--- config.mk ---
export PLATFORM = sky130hd
export DESIGN_NAME = adder_chunked
export DESIGN_NICKNAME = d
export VERILOG_FILES = /design/src/rtl/adder_chunked.sv
export SDC_FILE = /design/constraint.sdc
export NUM_CORES = 1
export LEC_CHECK = 0
export ABC_CLOCK_PERIOD_IN_PS = 3200
export CAP_MARGIN = 20
export CELL_PAD_IN_SITES_DETAIL_PLACEMENT = 0
export CELL_PAD_IN_SITES_GLOBAL_PLACEMENT = 1
export CORE_UTILIZATION = 25
export CTS_CLUSTER_DIAMETER = 40
export DETAILED_ROUTE_END_ITERATION = 6
export PLACE_DENSITY_LB_ADDON = 0.2
export SYNTH_ARGS = -nofsm -noshare
export SYNTH_HDL_FRONTEND = slang
export SYNTH_SLANG_ARGS = --single-unit
--- constraint.sdc ---
create_clock -name clk -period 3.2 [get_ports clk]
set_input_delay 0.48 -clock clk [delete_from_list [all_inputs] [get_ports clk]]
set_output_delay 0.48 -clock clk [all_outputs]
set_load 0.01 [all_outputs]
--- src/rtl/adder_chunked.sv ---
// adder_chunked: multi-cycle add/subtract, CHUNK bits per clock with a registered ripple carry
module adder_chunked #(
    parameter int WIDTH = 32,
    parameter int CHUNK = 8
) (
    input  logic             clk,
    input  logic             rst_n,
    input  logic             in_valid,
    output logic             in_ready,
    input  logic [WIDTH-1:0] a,
    input  logic [WIDTH-1:0] b,
    input  logic             sub,
    input  logic             cin,
    output logic             out_valid,
    input  logic             out_ready,
    output logic [WIDTH-1:0] res,
    output logic             cout,
    output logic             ovf
);
    localparam int NCH = WIDTH / CHUNK;
    localparam int IW = NCH > 1 ? $clog2(NCH) : 1;
    localparam logic [IW-1:0] LAST = IW'(NCH - 1);
    localparam logic [WIDTH-1:0] MASK = WIDTH'({CHUNK{1'b1}});

    if (WIDTH % CHUNK != 0) begin : g_bad_chunk
        $error("adder_chunked: WIDTH must be a multiple of CHUNK");
    end

    typedef enum logic [1:0] {IDLE, RUN, DONE} state_t;

    state_t           state_q, state_d;
    logic [WIDTH-1:0] a_q, a_d, b_q, b_d, res_q, res_d;
    logic             carry_q, carry_d, cout_q, cout_d, ovf_q, ovf_d;
    logic [IW-1:0]    idx_q, idx_d;
    logic [31:0]      sh;
    logic [CHUNK:0]   sum;

    // Next state: capture operands on accept, sum one chunk per RUN cycle, hold result in DONE
    always_comb begin
        state_d = state_q;
        a_d     = a_q;
        b_d     = b_q;
        carry_d = carry_q;
        idx_d   = idx_q;
        res_d   = res_q;
        cout_d  = cout_q;
        ovf_d   = ovf_q;
        sh      = 32'(idx_q) * 32'(CHUNK);
        sum     = {1'b0, CHUNK'(a_q >> sh)} + {1'b0, CHUNK'(b_q >> sh)} + {{CHUNK{1'b0}}, carry_q};
        unique case (state_q)
            IDLE: if (in_valid) begin
                a_d     = a;
                b_d     = sub ? ~b : b;
                carry_d = sub | cin;
                idx_d   = '0;
                state_d = RUN;
            end
            RUN: begin
                res_d   = (res_q & ~(MASK << sh)) | (WIDTH'(sum[CHUNK-1:0]) << sh);
                carry_d = sum[CHUNK];
                idx_d   = idx_q + 1'b1;
                if (idx_q == LAST) begin
                    idx_d   = '0;
                    cout_d  = sum[CHUNK];
                    ovf_d   = (a_q[WIDTH-1] == b_q[WIDTH-1]) && (sum[CHUNK-1] != a_q[WIDTH-1]);
                    state_d = DONE;
                end
            end
            DONE: state_d = out_ready ? IDLE : DONE;
            default: state_d = IDLE;
        endcase
    end

    // State and datapath registers; async reset discards any partial operation
    always_ff @(posedge clk or negedge rst_n) begin
        if (!rst_n) begin
            state_q <= IDLE;
            a_q     <= '0;
            b_q     <= '0;
            carry_q <= 1'b0;
            idx_q   <= '0;
            res_q   <= '0;
            cout_q  <= 1'b0;
            ovf_q   <= 1'b0;
        end else begin
            state_q <= state_d;
            a_q     <= a_d;
            b_q     <= b_d;
            carry_q <= carry_d;
            idx_q   <= idx_d;
            res_q   <= res_d;
            cout_q  <= cout_d;
            ovf_q   <= ovf_d;
        end
    end

    assign in_ready  = (state_q == IDLE);
    assign out_valid = (state_q == DONE);
    assign res       = res_q;
    assign cout      = cout_q;
    assign ovf       = ovf_q;
endmodule

=== After elaboration in Yosys (flattened, before gate mapping) ===
Cells that the tools add are included.

* Shift-type cells: 4
* Equality and inequality tests: 7
* Reductions and logical operators: 7
* Bitwise logic cells: 5
* Multiplexer cells: 10
* Add/subtract/negate cells: 3

{| class="wikitable"
|+ Operators with widths
! kind !! count
|-
| 32-bit inverter || 2
|-
| 32-bit by 5-bit right shift with 8-bit output || 2
|-
| 32-bit AND || 1
|-
| 32-bit two-way mux || 1
|-
| 32-bit OR || 1
|-
| 8-bit by 5-bit << shifter with 32-bit output || 1
|-
| 8-bit by 5-bit << shifter with 32-bit output, first input constant || 1
|-
| 2-bit two-way mux || 5
|-
| 8-bit by 8-bit adder with 9-bit output || 1
|-
| 9-bit by 1-bit adder with 9-bit output || 1
|-
| 2-bit AND reduction || 4
|-
| 2-bit one-hot mux with 3 select lines || 1
|-
| 2-bit equality test, second input constant || 2
|-
| 2-bit != test, second input constant || 2
|-
| 2-bit one-hot mux with 2 select lines || 1
|-
| 2-bit by 1-bit adder with 2-bit output, second input constant || 1
|-
| 2-bit by 1-bit equality test with 1-bit output, second input constant || 1
|-
| 2-bit logical NOT || 1
|-
| 1-bit one-hot mux with 2 select lines || 1
|-
| 2-bit nonzero test || 1
|-
| 1-bit equality test || 1
|-
| 1-bit logical AND || 1
|-
| 1-bit two-way mux || 1
|-
| 1-bit != test || 1
|-
| 1-bit OR || 1
|}

* Bits of input ports: 70
* Output and inout port bits: 36
* Bits in registers: 103
* Word-level logic and storage cells: 44

=== Longest topological paths before layout ===
Gate-level depths: netlist (run 1).

* Depth in word-level cells: 5
* Depth in mapped cells: 11
* Gate-level depth less buffers: 9

=== Worst setup path before layout (run 1) ===
Ideal clock, no wire load.

* Path kind: reg2reg
* From: register idx_q[0]
* To: register ovf_q, in the netlist ovf
* Setup time: 69 ps
* Slack: 94 ps
* Period minus slack after synthesis: 3106 ps
* Path buffers: 2
* Data arrival time: 3037 ps
* Cell stages (with the launch flop): 10
* Required time: 3131 ps
* Cell sequence: dfrtp_1 -> clkbuf_1 -> buf_2 -> mux4_2 -> fa_1 -> a211oi_1 -> o21ai_1 -> and4_1 -> or4_1 -> nand3_1

* Longest elaborated chain between the ends: 5
* Elaborated cells between the ends (all ways): 8
* Classes of those cells: add/sub: 2; eq/ne: 2; shift: 2; reduce/logical: 2

{| class="wikitable"
|+ RTL lines
! element !! RTL line !! RTL
|-
| from (decl) || 34 || <nowiki>logic [IW-1:0] idx_q, idx_d;</nowiki>
|-
| from (signal assigned) || 90 || <nowiki>idx_q <= idx_d;</nowiki>
|-
| 32-bit by 5-bit right shift with 8-bit output || 49 || <nowiki>sum = {1'b0, CHUNK'(a_q >> sh)} + {1'b0, CHUNK'(b_q >> sh)} + {{CHUNK{1'b0}}, carry_q};</nowiki>
|-
| 8-bit by 8-bit adder with 9-bit output || 49 ||
|-
| 9-bit by 1-bit adder with 9-bit output || 49 ||
|-
| 1-bit != test || 65 || <nowiki>ovf_d = (a_q[WIDTH-1] == b_q[WIDTH-1]) && (sum[CHUNK-1] != a_q[WIDTH-1]);</nowiki>
|-
| 1-bit logical AND || 65 ||
|-
| to (signal assigned) || 93 || <nowiki>ovf_q <= ovf_d;</nowiki>
|-
| to (decl) || 33 || <nowiki>logic carry_q, carry_d, cout_q, cout_d, ovf_q, ovf_d;</nowiki>
|}

Several ways; a longest one is shown, not always the timed one.
A chain may end at the register's enable or synchronous reset.

=== Final worst setup path (run 1) ===
* From: register idx_q[0]
* To: register res_q[15], in the netlist res[15]

* Longest elaborated chain between the ends: 5
* Elaborated cells between the ends (all ways): 9
* Classes of those cells: add/sub: 2; shift: 4; bitwise: 3

{| class="wikitable"
|+ RTL lines
! element !! RTL line !! RTL
|-
| 32-bit by 5-bit right shift with 8-bit output || 49 ||
|-
| 8-bit by 8-bit adder with 9-bit output || 49 ||
|-
| 9-bit by 1-bit adder with 9-bit output || 49 ||
|-
| 8-bit by 5-bit << shifter with 32-bit output || 59 || <nowiki>res_d = (res_q & ~(MASK << sh)) | (WIDTH'(sum[CHUNK-1:0]) << sh);</nowiki>
|-
| 32-bit OR * || 59 ||
|-
| to (signal assigned) || 91 || <nowiki>res_q <= res_d;</nowiki>
|-
| to (decl) || 32 || <nowiki>logic [WIDTH-1:0] a_q, a_d, b_q, b_d, res_q, res_d;</nowiki>
|}

Mark *: on every way between the ends. The rest lies on a longest branch, timed or not.

==> results.toml, run 1 <==
[run_status]
status = "complete, no violations"

[global_routing]
grt_pass1_vias = 3503
grt_start_max_net_pins = 55
grtUsageTotal = 0.131
antenna_found_initial = 0
grt_remaining_overflow = 0
grt_pass1_wl_mm = 19.7

[clock_network]
cts.path.max_buffers = 2
cts_max_level = 3
cts_tree = "yes"
cts_made_buffers = 9
root_buffer = "clkbuf_16"
cts_hold_buffers = 0
cts.sinks = 103
cts_setup_buffers = 0
clkLatencyLatePin_ps = 360
clk_pin_slew_ps = 70

[synthesis]
netlist.area_leader.share = 0.526
ys_warn_count = 0
avgSynthCellArea_um2 = 12.2
ys_top_cells_by_area = "dfrtp_1, mux2_2, mux4_2"
ys_ff_latch = 103
synth_area_um2 = 4900
async_reset_ff_frac = 1.00
seq_area_frac_synth = 0.526
synth_cell_type_count = 40
postSynthCellCount = 402
syn-num-nets = 485
synthFlopType = "dfrtp_1"
synth-edff-count = 0
synth_top_area_cell = "dfrtp_1"

[die]
row_count = 50
fp.dieW_um = 142
dieHeight_um = 142
dieArea_um2 = 20100
ios = 106
start_util = 0.258
core_area_um2 = 19000

[critical_path]
cpPeakStageDelay_ps = 530
crit_required_ps = 3490
start_kind = "flop"
slowest_stage = "mux4_2"
critPathCaptureType = "flop"
crit_chain = "buf_4 -> mux4_2 -> fa_1 -> a211oi_1 -> o21ai_1 -> and4_1 -> nor3_1 -> a22o_1"
arrival_ps = 3230
crit_fanout = 4
crit_type = "reg2reg"
ff2ff_path_depth = 8

[timing]
timing.slew.headroom = 0.429
period_minus_slack_ps = 2940
fmax_mhz = 341
maxSlewViolCount = 0
period_share = 0.918
fin_tns_setup_ps = 0
rsz0062_at_grt = "false"
hold_violations = 0
skew_ps = 8.97
worst_pin_slew_ps = 851
finalSetupViolCount = 0

[placed_design]
dp_cells = 756
gp_congestion = 0.801
post-dp-hpwl_mm = 9.51
io_buffer_count = 105

[routing]
routed-via-count = 3472
drt-total-wl_mm = 12.6
antenna_left = 0
drt_iter0_drc = 197
first_pass_iters = 4
viasPerCell = 4.50
wl_per_cell_um = 16.3
drc_errors = 0

[run]
drv_cap = 0

[layout]
finalNonFillerCells = 772
final_layout_size_suffix_gt1_frac = 0.162
fillCellCount = 1893
areaGrowthSynthToFinish_pct = 34.9
nets = 590
fin_util = 0.348
diodes = 0

[power]
ir_drop_mv = 0.676
power_density_nw_per_um2 = 1240
leakage_nw = 2.65

[hold_path]
min_path_type = "in2async"
through the flow:
step | setup slack [ps] | total power [mW] | hold WS, ps | cell area [um2]
floorplan | 93.9 | 5.33 | 184 | 4900
global placement | 129 | 6.93 | 478 | 6280
detailed placement | 30.9 | 7.00 | 478 | 6280
CTS | 24.8 | 8.23 | 201 | 6600
global route | 76.0 | 8.80 | 220 | 6610
finish | 263 | 8.16 | 164 | 6610
path summary, 6_finish.rpt:
check | startpoint | endpoint | slack, ps
max in group asynchronous | rst_n | a_q[30] | 2130
worst min register to register | res[17] | res[17] | 490
worst max register to register | idx_q[0] | res[15] | 260
worst max-delay path | idx_q[0] | res[15] | 260
worst min-delay path | rst_n | res[19] | 160
min in group clk | res[17] | res[17] | 490
synth_stat cells, types with 3 or more instances:
library cell  number
dfrtp_1          103
a21oi_1           38
nor2_1            38
xnor2_1           35
mux2_2            32
a22o_1            26
mux4_2            16
nand2_1           16
o21ai_0           13
ha_1              11
buf_1              8
inv_1              8
nor3_1             8
clkbuf_1           7
buf_2              6
nand3_1            5
a21o_1             3
mux2i_1            3
cell type report:
type	count	area (um2)	share of cell area
Clock inverter	7	97.6	0.0148
Tap cell	260	325	0.0493
Multi-Input combinational cell	269	2200	0.333
Sequential cell	103	2580	0.390
Clock buffer	9	225	0.0341
Inverter	8	30.0	0.00455
Timing Repair Buffer	116	1150	0.174
flip-flops by register name, indices dropped and copies added, names as in the netlist:
name and count:
carry_q 1, ovf 1, res 32, a_q 32, state_q 2, idx_q 2
cout 1, b_q 32
timing repair:
item	4_1_cts	5_1_grt
setup endpoints to repair	0	4
endpoints found under the hold margin	0	0
resized for setup	0	1
cell usage in the layout (no fill, tap or decap), types with 9 or more instances in the layout:
cell type        Yosys  layout
a22o_1              26      26
clkbuf_16            0       9
mux2_2              32      32
mux4_2              16      16
clkdlybuf4s50_1      0     103
a21oi_1             38      38
nand2_1             16      16
dfrtp_1            103     103
o21ai_0             13      13
nor2_1              38      38
xnor2_1             35      35
ha_1                11      11
buf_4                0      10
where the power goes:
group	leakage, nW	switching [mW]	internal, mW	total, mW
clock	0.152	0.506	0.687	1.19
sequential	1.22	0.412	1.97	2.38
combinational	1.29	2.42	2.16	4.59
layer usage:
metal	wire length [um]	vias to the layer above	track usage
met1	6050	1733	0.181
li1	-	1648	-
met2	5930	84	0.204
met3	515	7	0.0377
met4	100	0	0.0289
met5	0	-	0
worst max-delay path, delay by kind of cell (launching register included):
family | cells | cell delay, ps
AO/OA/AOI/OAI | 3 | 620
AND/OR/NAND/NOR | 2 | 720
multiplexers | 1 | 530
flip-flops | 1 | 390
adder cells (fa/ha/maj) | 1 | 450
buffers and inverters | 1 | 170
kinds of logic after synthesis:
family	Yosys count	share of synthesized area
AOI/OAI and AO/OA	91	0.122
xor gates and xnor gates	36	0.0644
adders and majority gates	13	0.0363
buffers and inverters	30	0.0261
DFF	103	0.526
muxes	51	0.153
and+or+nand+nor	78	0.0711
No activity file was read; power rests on OpenSTA's default activity.
==> run 2: changes to the inputs <==
--- a/config.mk
+++ b/config.mk
@@ -9,7 +9,7 @@
 export CAP_MARGIN = 20
 export CELL_PAD_IN_SITES_DETAIL_PLACEMENT = 0
 export CELL_PAD_IN_SITES_GLOBAL_PLACEMENT = 1
-export CORE_UTILIZATION = 25
+export CORE_UTILIZATION = 30
 export CTS_CLUSTER_DIAMETER = 40
 export DETAILED_ROUTE_END_ITERATION = 6
 export PLACE_DENSITY_LB_ADDON = 0.2
==> results.toml, run 2 (same netlist as run 1, synthesis figures left out) <==
[run_status]
status = "complete, no violations"

[global_routing]
grt_remaining_overflow = 0
antenna_found_initial = 0
grt_pass1_wl_mm = 18.9
grt_pass1_vias = 3467
grtUsageTotal = 0.152
grt_start_max_net_pins = 63

[clock_network]
cts.sinks = 103
cts_max_level = 3
clk_pin_slew_ps = 70
root_buffer = "clkbuf_16"
cts_made_buffers = 9
cts.path.max_buffers = 2
clkLatencyLatePin_ps = 350
ctsResizeCount = 0
cts_hold_buffers = 0
cts_setup_buffers = 0
cts_tree = "yes"

[die]
dieHeight_um = 130
ios = 106
core_area_um2 = 15900
dieArea_um2 = 16800
start_util = 0.308
fp.dieW_um = 130
row_count = 46

[timing]
maxSlewViolCount = 0
rsz0062_at_grt = "false"
hold_violations = 0
fin_hold_ws_ps = 227
fin_tns_setup_ps = 0
fmax_mhz = 332
skew_ps = 5.94
timing.slew.headroom = 0.416
worst_pin_slew_ps = 869
finalSetupViolCount = 0
period_share = 0.942
period_minus_slack_ps = 3020

[run]
drv_cap = 0

[layout]
fin_util = 0.410
fillCellCount = 1533
diodes = 0
nets = 586
final_cell_mix = "dfrtp_1, clkdlybuf4s50_1, nor2_1, a21oi_1, xnor2_1"
final_layout_size_suffix_gt1_frac = 0.154
areaGrowthSynthToFinish_pct = 33.2

[power]
p_seq_frac = 0.295
ir_drop_mv = 0.660
totalPowerFinal_mw = 8.00
power.switching_mw = 3.18
clockPowerShare = 0.143
leakage_nw = 2.64
power_density_nw_per_um2 = 1230
p_sw_frac = 0.398
p_int_mw = 4.82
p_comb_frac = 0.562

[critical_path]
start_kind = "flop"
arrival_ps = 3250
crit_type = "reg2reg"
critPathCaptureType = "flop"
ff2ff_path_depth = 11
timing.rr.end = "res[14]"
crit_fanout = 25
cp-startpoint = "idx_q[0]"
crit_required_ps = 3430
r2r_start = "idx_q[0]"
reg2reg_slack_ps = 180

[placed_design]
gp_congestion = 0.768
post-dp-hpwl_mm = 8.68
io_buffer_count = 105

[routing]
first_pass_iters = 4
viasPerCell = 4.66
antenna_left = 0
drt-total-wl_mm = 11.7
drc_errors = 0
drt_iter0_drc = 104
routed-via-count = 3375
wl_per_cell_um = 16.2

[hold_path]
min_path_type = "in2async"
[run 2: cell count changes in the layout (fill, tap and decap cells not counted), sizes merged]
cell	delta
buf	-4
clkbuf	+4
clkinvlp	-2
clkinv	-1
bufinv	-1
[run 2: worst max path at each step]
stage | cells after the start | end | slack (ps)
5_1_grt | 11 | res[14] | 10
6_report | 11 | res[14] | 180
4_1_cts | 11 | res[22] | 160
2_1_floorplan | 9 | ovf | 90
3_3_place_gp | 11 | res[22] | 270
3_5_place_dp | 11 | res[22] | 180
[run 2: critical path, stage by stage (launching register included)]
cell      delay (ps)
dfrtp_1          370
buf_12           220
mux4_2           570
fa_1             450
inv_1             90
fa_1             200
nor2b_1           50
o21a_1           180
o2111a_1         230
a211oi_1         260
buf_4            190
o21ai_0           90
[run 2: area by class of cell]
| class | count | area (um2) | share of cell area |
|---|---|---|---|
| multi-input cells | 269 | 2200 | 0.337 |
| clock inverters | 3 | 40.0 | 0.00614 |
| repair buffers | 112 | 1130 | 0.174 |
| well taps | 216 | 270 | 0.0415 |
| flip-flops and latches | 103 | 2580 | 0.395 |
| inverters | 8 | 30.0 | 0.00461 |
| clock buffers | 13 | 270 | 0.0415 |
[run 2: metal layers]
metal  track usage  vias up  part of all wire
met5             0        -                 0
met4        0.0417        0             0.014
met3        0.0492        9             0.050
met2         0.244       80              0.48
met1         0.197     1644              0.46
li1              -     1642                 -
[run 2: through the flow]
stage	instance area, um2	worst slack [ps]	std cells
3_3_place_gp	6200	266	708
3_5_place_dp	6200	176	708
2_1_floorplan	4900	93.9	402
4_1_cts	6520	164	724
5_1_grt	6520	12.7	724
6_report	6520	184	724
[run 2: power by group through the flow]
stage	combinational, mW	clock (mW)	sequential [mW]
global route	5.01	1.22	2.45
global placement	4.43	0	2.39
finish	4.49	1.14	2.36
floorplan	2.99	0	2.34
detailed placement	4.52	0	2.40
CTS	4.54	1.18	2.38
==> run 3: changes to the inputs <==
--- a/config.mk
+++ b/config.mk
@@ -5,12 +5,13 @@
 export SDC_FILE = /design/constraint.sdc
 export NUM_CORES = 1
 export LEC_CHECK = 0
-export ABC_CLOCK_PERIOD_IN_PS = 3200
+export ABC_CLOCK_PERIOD_IN_PS = 3400
 export CAP_MARGIN = 20
 export CELL_PAD_IN_SITES_DETAIL_PLACEMENT = 0
 export CELL_PAD_IN_SITES_GLOBAL_PLACEMENT = 1
 export CORE_UTILIZATION = 30
 export CTS_CLUSTER_DIAMETER = 40
+export CTS_CLUSTER_SIZE = 30
 export DETAILED_ROUTE_END_ITERATION = 6
 export PLACE_DENSITY_LB_ADDON = 0.2
 export SYNTH_ARGS = -nofsm -noshare
==> constraint.sdc (replaced) <==
create_clock -name clk -period 3.4 [get_ports clk]
set_input_delay 0.51 -clock clk [delete_from_list [all_inputs] [get_ports clk]]
set_output_delay 0.51 -clock clk [all_outputs]
set_load 0.01 [all_outputs]
==> results.toml, run 3 (same netlist as run 1, synthesis figures left out) <==
[routing]
drc_errors = 0
drt-total-wl_mm = 11.6
wl_per_cell_um = 16.1
drt_iter0_drc = 180
first_pass_iters = 4
viasPerCell = 4.68
antenna_left = 0
routed-via-count = 3384

[critical_path]
crit_required_ps = 3630
critPathTopFamily = "compound AO/OA/AOI/OAI gates"
crit_top_cell = "fa_1"
ff2ff_path_depth = 10
crit_chain = "mux4_2 -> fa_1 -> inv_1 -> fa_1 -> nor2b_1 -> o21a_1 -> o2111a_1 -> a211oi_1 -> buf_4 -> o21ai_0"
critPathCaptureType = "flop"
cp_num_buf_inv = 2
arrival_ps = 3320
crit_fanout = 6
reg2reg_slack_ps = 300
cpPeakStageDelay_ps = 600
slowest_stage = "mux4_2"
crit_type = "reg2reg"
start_kind = "flop"
r2r_start = "idx_q[0]"
timing.rr.end = "res[14]"

[power]
power_density_nw_per_um2 = 1150
ir_drop_mv = 0.474
leakage_nw = 2.62

[placed_design]
io_buffer_count = 105
dpl_worst_slack_ps = 258
dp_cells = 709
gp_congestion = 0.787
post-dp-hpwl_mm = 8.77

[clock_network]
cts.path.max_buffers = 2
cts_made_buffers = 9
clk_pin_slew_ps = 70
cts_tree = "yes"
root_buffer = "clkbuf_16"
cts_hold_buffers = 0
cts_max_level = 3
cts.sinks = 103
clkLatencyLatePin_ps = 350

[global_routing]
antenna_found_initial = 0
busiest_layer = "met2"
grtUsageMet1 = 0.197
grt_remaining_overflow = 0
grt_start_max_net_pins = 65
grt_pass1_vias = 3449
grt_pass1_wl_mm = 18.8
grt_util_met2 = 0.248
grtUsageTotal = 0.151
grt_use_met3 = 0.0414

[layout]
final_layout_size_suffix_gt1_frac = 0.150
diodes = 0
areaGrowthSynthToFinish_pct = 32.1
final_cell_mix = "dfrtp_1, clkdlybuf4s50_1, nor2_1, a21oi_1, xnor2_1"
finalNonFillerCells = 723
nets = 587

[timing]
fmax_mhz = 323
finalSetupViolCount = 0
maxSlewViolCount = 0
fin_tns_setup_ps = 0
timing.slew.headroom = 0.433
period_minus_slack_ps = 3100
skew_ps = 8.14
rsz0062_at_grt = "false"
setup_slack_ps = 302
hold_violations = 0
period_share = 0.911
worst_pin_slew_ps = 844

[hold_path]
min_path_type = "in2async"

[die]
row_count = 46
core_area_um2 = 15900
dieArea_um2 = 16800
start_util = 0.308
dieHeight_um = 130
ios = 106
fp.dieW_um = 130

[run_status]
status = "complete, no violations"

[run]
drv_cap = 0
-- run 3: cell count changes in the layout (fill, tap and decap cells not counted) --
cell       delta
buf_12        -1
buf_4         +2
bufinv_16     -1
clkbuf_1      +1
clkbuf_8      -1
clkinv_2      -1
-- run 3: per-layer routing --
metal / vias up / wire length, um
li1: 1647 / -
met1: 1650 / 5360
met2: 80 / 5650
met3: 7 / 531
met4: 0 / 76
met5: - / 0
-- run 3: worst max path at each step --
stage             start      end  slack, ps  cells after the start
2_1_floorplan  idx_q[0]      ovf        290                      9
3_3_place_gp   idx_q[0]      ovf        350                      8
3_5_place_dp   idx_q[0]  res[14]        260                     10
4_1_cts        idx_q[0]  res[15]        240                      8
5_1_grt        idx_q[0]  res[15]         30                      8
6_report       idx_q[0]  res[14]        300                     10
-- run 3: final cells by class --
| cell class | count | area, um2 |
|---|---|---|
| fill | 1542 | 9420 |
| sequential | 103 | 2580 |
| multi-input combinational | 269 | 2200 |
| timing repair buffer | 113 | 1130 |
| tap | 216 | 270 |
| clock buffer | 13 | 260 |
| inverter | 8 | 30.0 |
| clock inverter | 1 | 5.00 |
-- run 3: repair_timing --
| item | 4_1_cts | 5_1_grt |
|---|---|---|
| setup endpoints to repair | 0 | 3 |
| setup buffers | 0 | 0 |
| gates resized for setup | 0 | 1 |
-- run 3: through the flow --
step / hold WS, ps / utilization / total power [mW] / instance area [um2]
floorplan: 214 / - / 5.02 / 4900
global placement: 483 / 0.390 / 6.42 / 6200
detailed placement: 484 / 0.390 / 6.52 / 6200
CTS: 201 / 0.407 / 7.50 / 6460
global route: 217 / 0.407 / 8.07 / 6470
finish: 171 / 0.407 / 7.42 / 6470
-- run 3: report_power, final --
part / leakage [nW] / internal, mW / total, mW / switching, mW
Sequential: 1.22 / 1.85 / 2.25 / 0.397
Clock: 0.132 / 0.528 / 0.950 / 0.422
Combinational: 1.27 / 2.04 / 4.22 / 2.17
Total: 2.62 / 4.43 / 7.42 / 2.99
